### config.mk
export PLATFORM = sky130hd
export DESIGN_NAME = serial_adder_seq
export DESIGN_NICKNAME = d
export VERILOG_FILES = /design/src/rtl/serial_adder_seq.sv
export SDC_FILE = /design/constraint.sdc
export NUM_CORES = 1
export LEC_CHECK = 0
export CORE_MARGIN = 2
export CORE_UTILIZATION = 55
export CTS_CLUSTER_SIZE = 12
export DETAILED_ROUTE_END_ITERATION = 10
export PLACE_DENSITY_LB_ADDON = 0.12
export SLEW_MARGIN = 10
export SYNTH_ARGS = -nofsm -noshare
export SYNTH_HDL_FRONTEND = slang
export SYNTH_SLANG_ARGS = --single-unit
export TNS_END_PERCENT = 20
### constraint.sdc
create_clock -name clk -period 3.59 [get_ports clk]
set_input_delay 0.718 -clock clk [delete_from_list [all_inputs] [get_ports clk]]
set_output_delay 0.718 -clock clk [all_outputs]
set_load 0.1 [all_outputs]
### src/rtl/serial_adder_seq.sv
// Bit-serial adder: one full-adder cell walks the operands LSB-first, one bit per clock,
// with a registered carry; operands and result move over valid/ready handshakes.
module serial_adder_seq #(
  parameter int unsigned WIDTH = 8
) (
  input  logic             clk,
  input  logic             rst_n,
  input  logic             in_valid,
  output logic             in_ready,
  input  logic [WIDTH-1:0] a,
  input  logic [WIDTH-1:0] b,
  input  logic             cin,
  output logic             out_valid,
  input  logic             out_ready,
  output logic [WIDTH:0]   sum,
  output logic             busy
);

  localparam int unsigned CntW = (WIDTH > 1) ? $clog2(WIDTH) : 1;
  localparam logic [CntW-1:0] CntLast = CntW'(WIDTH - 1);

  typedef enum logic [1:0] {StIdle, StRun, StDone} state_e;

  state_e           state_q, state_d;
  logic [WIDTH-1:0] a_q, a_d, b_q, b_d, res_q, res_d;
  logic             carry_q, carry_d;
  logic [CntW-1:0]  cnt_q, cnt_d;
  logic             in_ready_q, in_ready_d;
  logic             out_valid_q, out_valid_d;
  logic             busy_q, busy_d;
  logic [WIDTH:0]   sum_q, sum_d;

  // Full adder built from two half-adder stages plus an OR.
  logic ha1_s, ha1_c, ha2_s, ha2_c, fa_cout;
  assign ha1_s   = a_q[0] ^ b_q[0];
  assign ha1_c   = a_q[0] & b_q[0];
  assign ha2_s   = ha1_s ^ carry_q;
  assign ha2_c   = ha1_s & carry_q;
  assign fa_cout = ha1_c | ha2_c;

  always_comb begin
    state_d     = state_q;
    a_d         = a_q;
    b_d         = b_q;
    res_d       = res_q;
    carry_d     = carry_q;
    cnt_d       = cnt_q;
    in_ready_d  = in_ready_q;
    out_valid_d = out_valid_q;
    busy_d      = busy_q;
    sum_d       = sum_q;
    case (state_q)
      StIdle: begin
        if (in_valid) begin
          a_d        = a;
          b_d        = b;
          carry_d    = cin;
          cnt_d      = '0;
          res_d      = '0;
          state_d    = StRun;
          in_ready_d = 1'b0;
          busy_d     = 1'b1;
        end
      end
      StRun: begin
        res_d   = {ha2_s, res_q[WIDTH-1:1]};
        a_d     = a_q >> 1;
        b_d     = b_q >> 1;
        carry_d = fa_cout;
        if (cnt_q == CntLast) begin
          // Counter parks at its last value instead of wrapping.
          state_d     = StDone;
          out_valid_d = 1'b1;
          sum_d       = {fa_cout, ha2_s, res_q[WIDTH-1:1]};
        end else begin
          cnt_d = cnt_q + 1'b1;
        end
      end
      StDone: begin
        if (out_ready) begin
          state_d     = StIdle;
          out_valid_d = 1'b0;
          sum_d       = '0;
          in_ready_d  = 1'b1;
          busy_d      = 1'b0;
        end
      end
      default: begin
        state_d     = StIdle;
        in_ready_d  = 1'b1;
        out_valid_d = 1'b0;
        busy_d      = 1'b0;
        sum_d       = '0;
      end
    endcase
  end

  always_ff @(posedge clk or negedge rst_n) begin
    if (!rst_n) begin
      state_q     <= StIdle;
      a_q         <= '0;
      b_q         <= '0;
      res_q       <= '0;
      carry_q     <= 1'b0;
      cnt_q       <= '0;
      in_ready_q  <= 1'b1;
      out_valid_q <= 1'b0;
      busy_q      <= 1'b0;
      sum_q       <= '0;
    end else begin
      state_q     <= state_d;
      a_q         <= a_d;
      b_q         <= b_d;
      res_q       <= res_d;
      carry_q     <= carry_d;
      cnt_q       <= cnt_d;
      in_ready_q  <= in_ready_d;
      out_valid_q <= out_valid_d;
      busy_q      <= busy_d;
      sum_q       <= sum_d;
    end
  end

  assign in_ready  = in_ready_q;
  assign out_valid = out_valid_q;
  assign busy      = busy_q;
  assign sum       = sum_q;

endmodule

==> impl_metrics.toml, run 1 <==
[power_and_ir_drop]
p_per_area_nw_per_um2 = 927
p_leak_nw = 0.926
ir_drop_v = 0.000520
power.total_w = 0.00197

[yosys]
netlist_top_cells_count = "40 x dfrtp_1, 14 x nand2_1, 13 x nor2_1"
synth_cells = 155
synth_top_cell_by_area = "dfrtp_1"
ys.flop_type = "dfrtp_1"
synth_most_common_cell = "dfrtp_1"
yosys_warnings = 0
synth_edf_count = 0
netlist_top_cells_area = "dfrtp_1 57%, a22o_1 5.9%, a21oi_1 3.4%"
synthesis.nets = 179
yosysSeqAreaShare_pct = 58.0
async_reset_ff_share_pct = 100
ys_seq_elements = 41
synth.distinct_cells = 29
synth_top_area_share_pct = 56.5
syn_area_um2 = 1770
syn_area_per_cell_um2 = 11.4

[sta]
fin_skew_ns = 0.0167
finalSetupViolCount = 0
period_minus_slack_ns = 2.61
tightest_slew_ns = 0.983
relSlewSlack_pct = 34.3
finalSetupTns_ns = 0
rsz0062_at_grt = "false"
finalHoldViolCount = 0
final_max_slew_viol_count = 0
finalCritPeriodShare_pct = 72.8
max_freq_ghz = 0.383

[run]
maxCapViolations = 0

[place]
hpwl_um = 2460
place_congestion = 0.750
portBuffers = 32
dp.cells = 221

[critical_path]
crit_chain = "clkdlybuf4s50_1"
cp_max_fo = 3
critPathCaptureType = "output pin"
cp_data_arrival_time_ns = 1.89
r2r-end = "a_q[0]$_DFFE_PN0P_"
crit_buf_inv = 1
path_class = "reg2out"
slowest_stage = "clkdlybuf4s50_1"
cpPeakStageDelay_ns = 1.15
crit_path_start_kind = "flop"
timing.reg2reg.setup_slack_ns = 1.80
required_ns = 2.87
ff2ff_path_depth = 2
r2r-start = "state_q[0]$_DFFE_PN0P_"
crit_family = "buffers and inverters"

[clock_tree]
clk_pin_slew_ns = 0.12
cts_tree = "built"
ctsLongestPathBuffers = 2
clkLatencyLatePin_ns = 0.34
cts_root_buffer = "clkbuf_4"
cts.sinks = 41
cts_setup_buffers = 0
cts_resized = 0
holdBufCountCts = 0
htree_levels = 2
numCtsBuffers = 5

[layout]
fin_cells = 229
nets = 208
area_growth_pct = 19.8
drive_above_1_share_pct = 9.73
ff_latch_area_um2 = 1030
fill_cells = 273
multi_input_area_um2 = 656
diodes = 0

[die]
die_area_um2 = 3690
pin_count = 33
die_height_um = 60.7
coreArea_um2 = 3050
rows = 20
start_util_pct = 58.0
fp.dieW_um = 60.7

[detailed_routing]
drt_pass1_iterations = 5
wl_um = 3590
drt_iter0_markers = 86
vias = 1346
drtAntennaViolNets = 0
wire_per_inst_um = 15.7
drc = 0
vias_per_cell = 5.88

[global_routing]
antenna_found_initial = 0
grt_max_degree = 42
grt_overflow_total = 0
grt_pass1_wl_um = 6120
grt_pass1_vias = 1314
grt_use_total_pct = 23.2

[worst_hold_path]
hold_class = "in2async"

[run_status]
outcome = "complete, no violations"
[area by class of cell]
class | instances | share of cell area, %
Timing Repair Buffer | 32 | 14.7
Sequential cell | 41 | 48.4
Clock inverter | 2 | 0.472
Multi-Input combinational cell | 99 | 30.9
Clock buffer | 6 | 1.95
Tap cell | 44 | 2.60
Inverter | 5 | 0.885
[registers in the layout, indices dropped and copies added (netlist names)]
register   cells
a_q            8
b_q            8
busy           1
carry_q        1
cnt_q          3
in_ready       1
out_valid      1
res_q          7
state_q        2
sum            9
[where the power goes]
group | switching, W | internal, W | total, W
Sequential | 0.000142 | 0.000654 | 0.000796
Clock | 0.000141 | 0.0000747 | 0.000216
Combinational | 0.000621 | 0.000334 | 0.000954
[routing by layer]
metal | track usage, % | share of wire, % | up-vias
met3 | 7.68 | 4.6 | 4
met4 | 7.76 | 0.89 | 0
met2 | 35.6 | 48 | 34
met5 | 0 | 0 | -
met1 | 31.4 | 47 | 682
li1 | - | - | 626
[stage by stage]
| step | hold WS, ns | setup slack (ns) | utilization, % | instance area [um^2] |
|---|---|---|---|---|
| final | 0.486 | 0.977 | 69.5 | 2120 |
| after global routing | 0.514 | 0.902 | 69.5 | 2120 |
| after CTS | 0.501 | 0.957 | 69.5 | 2120 |
| after detailed placement | 0.473 | 1.01 | 67.8 | 2070 |
| after global placement | 0.470 | 1.15 | 67.8 | 2070 |
| after floorplan | 0.422 | 1.96 | - | 1770 |
[cell usage in the layout (no fill, tap or decap), drive strengths merged]
cell           Yosys  routed
dfrtp             40      40
clkdlybuf4s50      0      30
nand2             14      14
nor2              13      13
a22o              12      12
a21oi             12      12
o22ai             10      10
o21ai              6       6
clkbuf             0       6
inv                5       5
nand3b             5       5
o221a              5       5
nor2b              3       3
nand2b             2       2
and2               2       2
a32oi              2       2
nor3               2       2
o2bb2ai            2       2
a32o               2       2
ha                 2       2
clkinv             0       2
buf               10       2
o21bai             1       1
o21ba              1       1
a22oi              1       1
a222oi             1       1
fa                 1       1
dfstp              1       1
[how the worst max path moves through the flow]
stage,start,endpoint,slack [ns],cells after the start
global placement,in_valid,a_q[0]$_DFFE_PN0P_,1.15,3
global route,busy$_DFFE_PN0P_,busy,0.90,1
finish,busy$_DFFE_PN0P_,busy,0.98,1
CTS,busy$_DFFE_PN0P_,busy,0.96,1
detailed placement,in_valid,a_q[0]$_DFFE_PN0P_,1.01,3
floorplan,busy$_DFFE_PN0P_,busy,1.96,0
[kinds of logic (layout without fill, tap and decap cells)]
group / count (synthesis) / count (layout) / synth area share (%)
AO/OA/AOI/OAI: 55 / 55 / 23.2
AND/OR/NAND/NOR: 41 / 41 / 11.3
buffers and inverters: 15 / 45 / 4.95
adder cells (fa/ha/maj): 3 / 3 / 2.54
flip-flops: 41 / 41 / 58.0
No activity file was read; power rests on OpenSTA's default activity.
==> inputs of run 2 (changes only) <==
Settings changed: CORE_UTILIZATION 55 to 46.
Clock period 3.59 ns to 2.2 ns, I/O delays scaled along.
==> run 2 against run 1 <==
Against the previous run: flip-flop and latch count did not move; critical path depth rose by 4; sequential power rose by 63%; core utilization fell by 9.6 points; sequential share of layout area fell by 1.9 points; worst hold slack got worse by 0.34 ns; clock skew fell by 0.0062 ns; design area rose by 4.1%; power rose by 77%; register-to-register slack got worse by 1.4 ns; cell count rose by 4.4%; first-iteration DRC count rose by 10%.
==> impl_metrics.toml, run 2 (synthesis gave the netlist of run 1 again) <==
[run_status]
outcome = "complete, no violations"

[power_and_ir_drop]
pwr-share-comb_pct = 44.9
intPower_w = 0.00198
p_leak_nw = 0.997
clock_power_share_pct = 17.7
power.total_w = 0.00347
netSwitchingFraction_pct = 42.9
p_per_area_nw_per_um2 = 1570
ir_drop_v = 0.000979
p_sw_w = 0.00149
power_frac_seq_pct = 37.5

[die]
start_util_pct = 48.0
coreArea_um2 = 3690
rows = 22
fp.dieW_um = 66.0
die_height_um = 66.0
die_area_um2 = 4360
pin_count = 33

[sta]
relSlewSlack_pct = 60.2
finalCritPeriodShare_pct = 81.8
finalSetupViolCount = 0
max_freq_ghz = 0.556
tightest_slew_ns = 0.597
final_max_slew_viol_count = 0
period_minus_slack_ns = 1.80
finalSetupTns_ns = 0
rsz0062_at_grt = "false"
finalHoldViolCount = 0
fin_skew_ns = 0.0105

[critical_path]
crit_family = "compound AO/OA/AOI/OAI gates"
r2r-start = "cnt_q[0]$_DFFE_PN0P_"
required_ns = 2.43
critPathCaptureType = "flop"
worst-path-stages = 5
endpoint = "sum[1]$_DFFE_PN0P_"
crit_buf_inv = 0
cpPeakStageDelay_ns = 0.42
cp_data_arrival_time_ns = 2.03
cp-startpoint = "cnt_q[0]$_DFFE_PN0P_"
slowest_stage = "dfrtp_1"
crit_chain = "ha_1, ha_1, and2_1, o22ai_2, a22o_1"
r2r-end = "sum[1]$_DFFE_PN0P_"
path_class = "reg2reg"
ff2ff_path_depth = 5
cp_max_fo = 9
crit_top_cell = "ha_1"
timing.reg2reg.setup_slack_ns = 0.40
crit_path_start_kind = "flop"

[layout]
drive_above_1_share_pct = 18.3
multi_input_area_um2 = 656
ff_latch_area_um2 = 1030
diodes = 0
area_growth_pct = 24.7
final_common_cell = "dfrtp_1"
layout.cells.most_common_list = "40 x dfrtp_1, 19 x clkdlybuf4s50_1, 18 x buf_4, 14 x nand2_1, 13 x nor2_1"
nets = 214
fill_cells = 310
largest_reg_flops = 9

[detailed_routing]
wl_met3_um = 179
met2WireLength_um = 1730
drc = 0
vias_per_cell = 5.62
wl_um = 3790
drtAntennaViolNets = 0
wl_met1_um = 1810
top_layer = "met4"
wire_per_inst_um = 15.8
drt_pass1_iterations = 4
drt_iter0_markers = 95
vias = 1343

[clock_tree]
htree_levels = 2
holdBufCountCts = 0
clkLatencyLatePin_ns = 0.30
cts_setup_buffers = 0
cts_tree = "built"
clk_pin_slew_ns = 0.08
cts.sinks = 41
numCtsBuffers = 5
ctsLongestPathBuffers = 2
cts_resized = 0
cts_root_buffer = "clkbuf_8"

[run]
maxCapViolations = 0

[place]
portBuffers = 32
hpwl_um = 2650
place_congestion = 0.806

[worst_hold_path]
hold_class = "in2async"

[global_routing]
grt_overflow_total = 0
grt_max_degree = 28
grt_use_total_pct = 19.5
grt_pass1_wl_um = 6350
grt_pass1_vias = 1298
antenna_found_initial = 0
[run 2: cell types whose count changed in the layout (fill, tap and decap cells not counted)]
cell,delta
buf_4,+17
clkinv_2,-2
clkbuf_4,-5
clkdlybuf4s50_1,-11
clkbuf_8,+6
bufinv_16,+1
[run 2: through the flow]
| stage | setup slack (ns) | utilization [%] | hold WS [ns] | area (um^2) | instances |
|---|---|---|---|---|---|
| 6_report | 0.401 | 59.9 | 0.145 | 2210 | 239 |
| 5_1_grt | 0.261 | 59.9 | 0.176 | 2210 | 239 |
| 4_1_cts | 0.366 | 59.9 | 0.161 | 2210 | 239 |
| 3_5_place_dp | 0.420 | 56.7 | 0.474 | 2090 | 231 |
| 3_3_place_gp | 0.455 | 56.7 | 0.466 | 2090 | 231 |
| 2_1_floorplan | 0.669 | - | 0.144 | 1770 | 155 |
[run 2: worst min path at each step]
stage	start	end	slack, ns	cells past startpoint
floorplan	rst_n	a_q[0]$_DFFE_PN0P_	0.14	0
finish	rst_n	carry_q$_DFFE_PN0P_	0.14	1
global placement	rst_n	sum[4]$_DFFE_PN0P_	0.47	1
global route	rst_n	carry_q$_DFFE_PN0P_	0.18	1
detailed placement	rst_n	sum[5]$_DFFE_PN0P_	0.47	1
CTS	rst_n	carry_q$_DFFE_PN0P_	0.16	1
[run 2: cell type report]
class | instances | share of cell area, %
clock buffer | 7 | 3.91
clock inverter | 1 | 1.36
inverter | 5 | 0.850
multi-input combinational | 99 | 29.7
sequential | 41 | 46.5
tap | 48 | 2.72
timing repair buffer | 38 | 15.0
[run 2: metal layers]
| layer | vias up | global-route usage [%] |
|---|---|---|
| met5 | - | 0 |
| met4 | 0 | 7.65 |
| li1 | 636 | - |
| met1 | 665 | 27.9 |
| met3 | 7 | 4.09 |
| met2 | 35 | 29.2 |
[run 2: power groups by stage]
stage	clock (W)	sequential (W)	combinational, W
after CTS	0.000629	0.00130	0.00157
after global routing	0.000664	0.00134	0.00168
after global placement	0	0.00130	0.00153
after floorplan	0	0.00177	0.000752
after detailed placement	0	0.00131	0.00156
final	0.000614	0.00130	0.00156
==> inputs of run 3 (changes only) <==
Clock period 2.2 ns to 1.6 ns, I/O delays scaled along.
==> run 3 against run 2 <==
Against the previous run: clock skew up 0.00083 ns; count of clock-buffer cells in the layout down 2; critical path depth up 1; setup slack worse by 0.29 ns; cell count up 2.1%; clock power up 59%; sequential power up 39%; non-clock buffer count up 5; worst hold slack worse by 0.082 ns; die area unchanged; fmax up 20%; combinational power up 62%; critical path type unchanged; largest cell class unchanged.
==> impl_metrics.toml, run 3 (synthesis gave the netlist of run 1 again) <==
[run_status]
outcome = "complete, no violations"

[power_and_ir_drop]
p_per_area_nw_per_um2 = 2190
ir_drop_v = 0.00133
power.total_w = 0.00531
p_leak_nw = 1.08

[clock_tree]
cts_tree = "built"
htree_levels = 2
cts_root_buffer = "clkbuf_8"
clk_pin_slew_ns = 0.08
clkLatencyLatePin_ns = 0.30
cts.sinks = 41
numCtsBuffers = 5
ctsLongestPathBuffers = 2

[layout]
final_common_cell = "dfrtp_1"
nets = 219
layout.cells.most_common_list = "40 x dfrtp_1, 19 x clkdlybuf4s50_1, 14 x nand2_1, 13 x nor2_1"
area_growth_pct = 37.1
fill_cells = 278
diodes = 0
ff_latch_area_um2 = 1030
final_core_util_pct = 65.8
multi_input_area_um2 = 666
largest_reg_flops = 9
drive_above_1_share_pct = 21.4

[critical_path]
crit_path_start_kind = "flop"
cp_data_arrival_time_ns = 1.74
crit_top_cell = "ha_1"
slowest_stage = "dfrtp_1"
critPathCaptureType = "flop"
ff2ff_path_depth = 6
required_ns = 1.84
path_class = "reg2reg"
cp_max_fo = 5
crit_chain = "ha_1, ha_1, and2_4, o22ai_4, buf_4, a22o_1"
cpPeakStageDelay_ns = 0.40

[detailed_routing]
vias_per_cell = 5.71
met2WireLength_um = 1690
top_layer = "met4"
wire_per_inst_um = 15.3
wl_met1_um = 1760
wl_um = 3740
drc = 0
drt_pass1_iterations = 4
drtAntennaViolNets = 0
drt_iter0_markers = 83
vias = 1394
wl_met3_um = 234

[die]
die_area_um2 = 4360
fp.dieW_um = 66.0
die_height_um = 66.0
rows = 22
pin_count = 33
coreArea_um2 = 3690
start_util_pct = 48.0

[place]
hpwl_um = 2550
place_ws_ns = -0.0265
place_congestion = 0.789
portBuffers = 32

[worst_hold_path]
hold_class = "in2async"

[global_routing]
grt_max_degree = 42
grt_overflow_total = 0
antenna_found_initial = 0
grt_pass1_wl_um = 6460
grt_pass1_vias = 1365
grt_use_total_pct = 19.5

[sta]
setup_ws_ns = 0.107
final_max_slew_viol_count = 0
finalCritPeriodShare_pct = 93.3
relSlewSlack_pct = 64.8
finalHoldViolCount = 0
finalSetupTns_ns = 0
max_freq_ghz = 0.670
rsz0062_at_grt = "false"
tightest_slew_ns = 0.528
period_minus_slack_ns = 1.49
whs_ns = 0.0629
fin_skew_ns = 0.0113
finalSetupViolCount = 0

[run]
maxCapViolations = 0
==> run 3: cell type report <==
type / instances / share of cell area [%]
clock buffers: 5 / 2.84
repair buffers: 43 / 21.5
flip-flops and latches: 41 / 42.3
well taps: 48 / 2.47
clock inverters: 3 / 2.68
inverters: 5 / 0.773
multi-input cells: 99 / 27.4
==> run 3: through the flow <==
| step | instances | cell area (um^2) |
|---|---|---|
| floorplan | 155 | 1770 |
| global placement | 234 | 2260 |
| detailed placement | 234 | 2260 |
| CTS | 242 | 2400 |
| global route | 244 | 2430 |
| finish | 244 | 2430 |
==> run 3: worst max-delay path: cells and delay by family (launching register included) <==
family | cells | cell delay (ns)
and+or+nand+nor | 1 | 0.19
AOI/OAI and AO/OA | 2 | 0.28
adders and majority gates | 2 | 0.40
DFF | 1 | 0.40
buffers and inverters | 1 | 0.17
==> run 3: per-layer routing <==
metal  vias up  GRT usage (%)
li1        644              -
met5         -              0
met3         6           5.28
met1       702           29.0
met4         0           7.40
met2        42           27.3
==> run 3: where the power goes <==
part	internal, W	switching (W)	total [W]
combinational	0.00107	0.00146	0.00253
sequential	0.00147	0.000335	0.00181
clock	0.000620	0.000354	0.000974
total	0.00316	0.00215	0.00531
==> run 3: final timing paths <==
path	startpoint	to	slack (ns)
max in group asynchronous	rst_n	in_ready$_DFFE_PN1P_	1.17
setup reg to reg	cnt_q[0]$_DFFE_PN0P_	sum[6]$_DFFE_PN0P_	0.11
min in group clk	a_q[7]$_DFFE_PN0P_	a_q[7]$_DFFE_PN0P_	0.52
hold / removal	rst_n	sum[4]$_DFFE_PN0P_	0.06
hold reg to reg	a_q[7]$_DFFE_PN0P_	a_q[7]$_DFFE_PN0P_	0.52
setup / recovery	cnt_q[0]$_DFFE_PN0P_	sum[6]$_DFFE_PN0P_	0.11
==> run 3: repair_timing <==
action | in CTS | in global routing
resized for setup | 1 | 4
gates cloned | 0 | 1
setup endpoints to repair | 1 | 9
setup buffers | 0 | 1
pin swaps | 0 | 0
hold buffers | 0 | 0
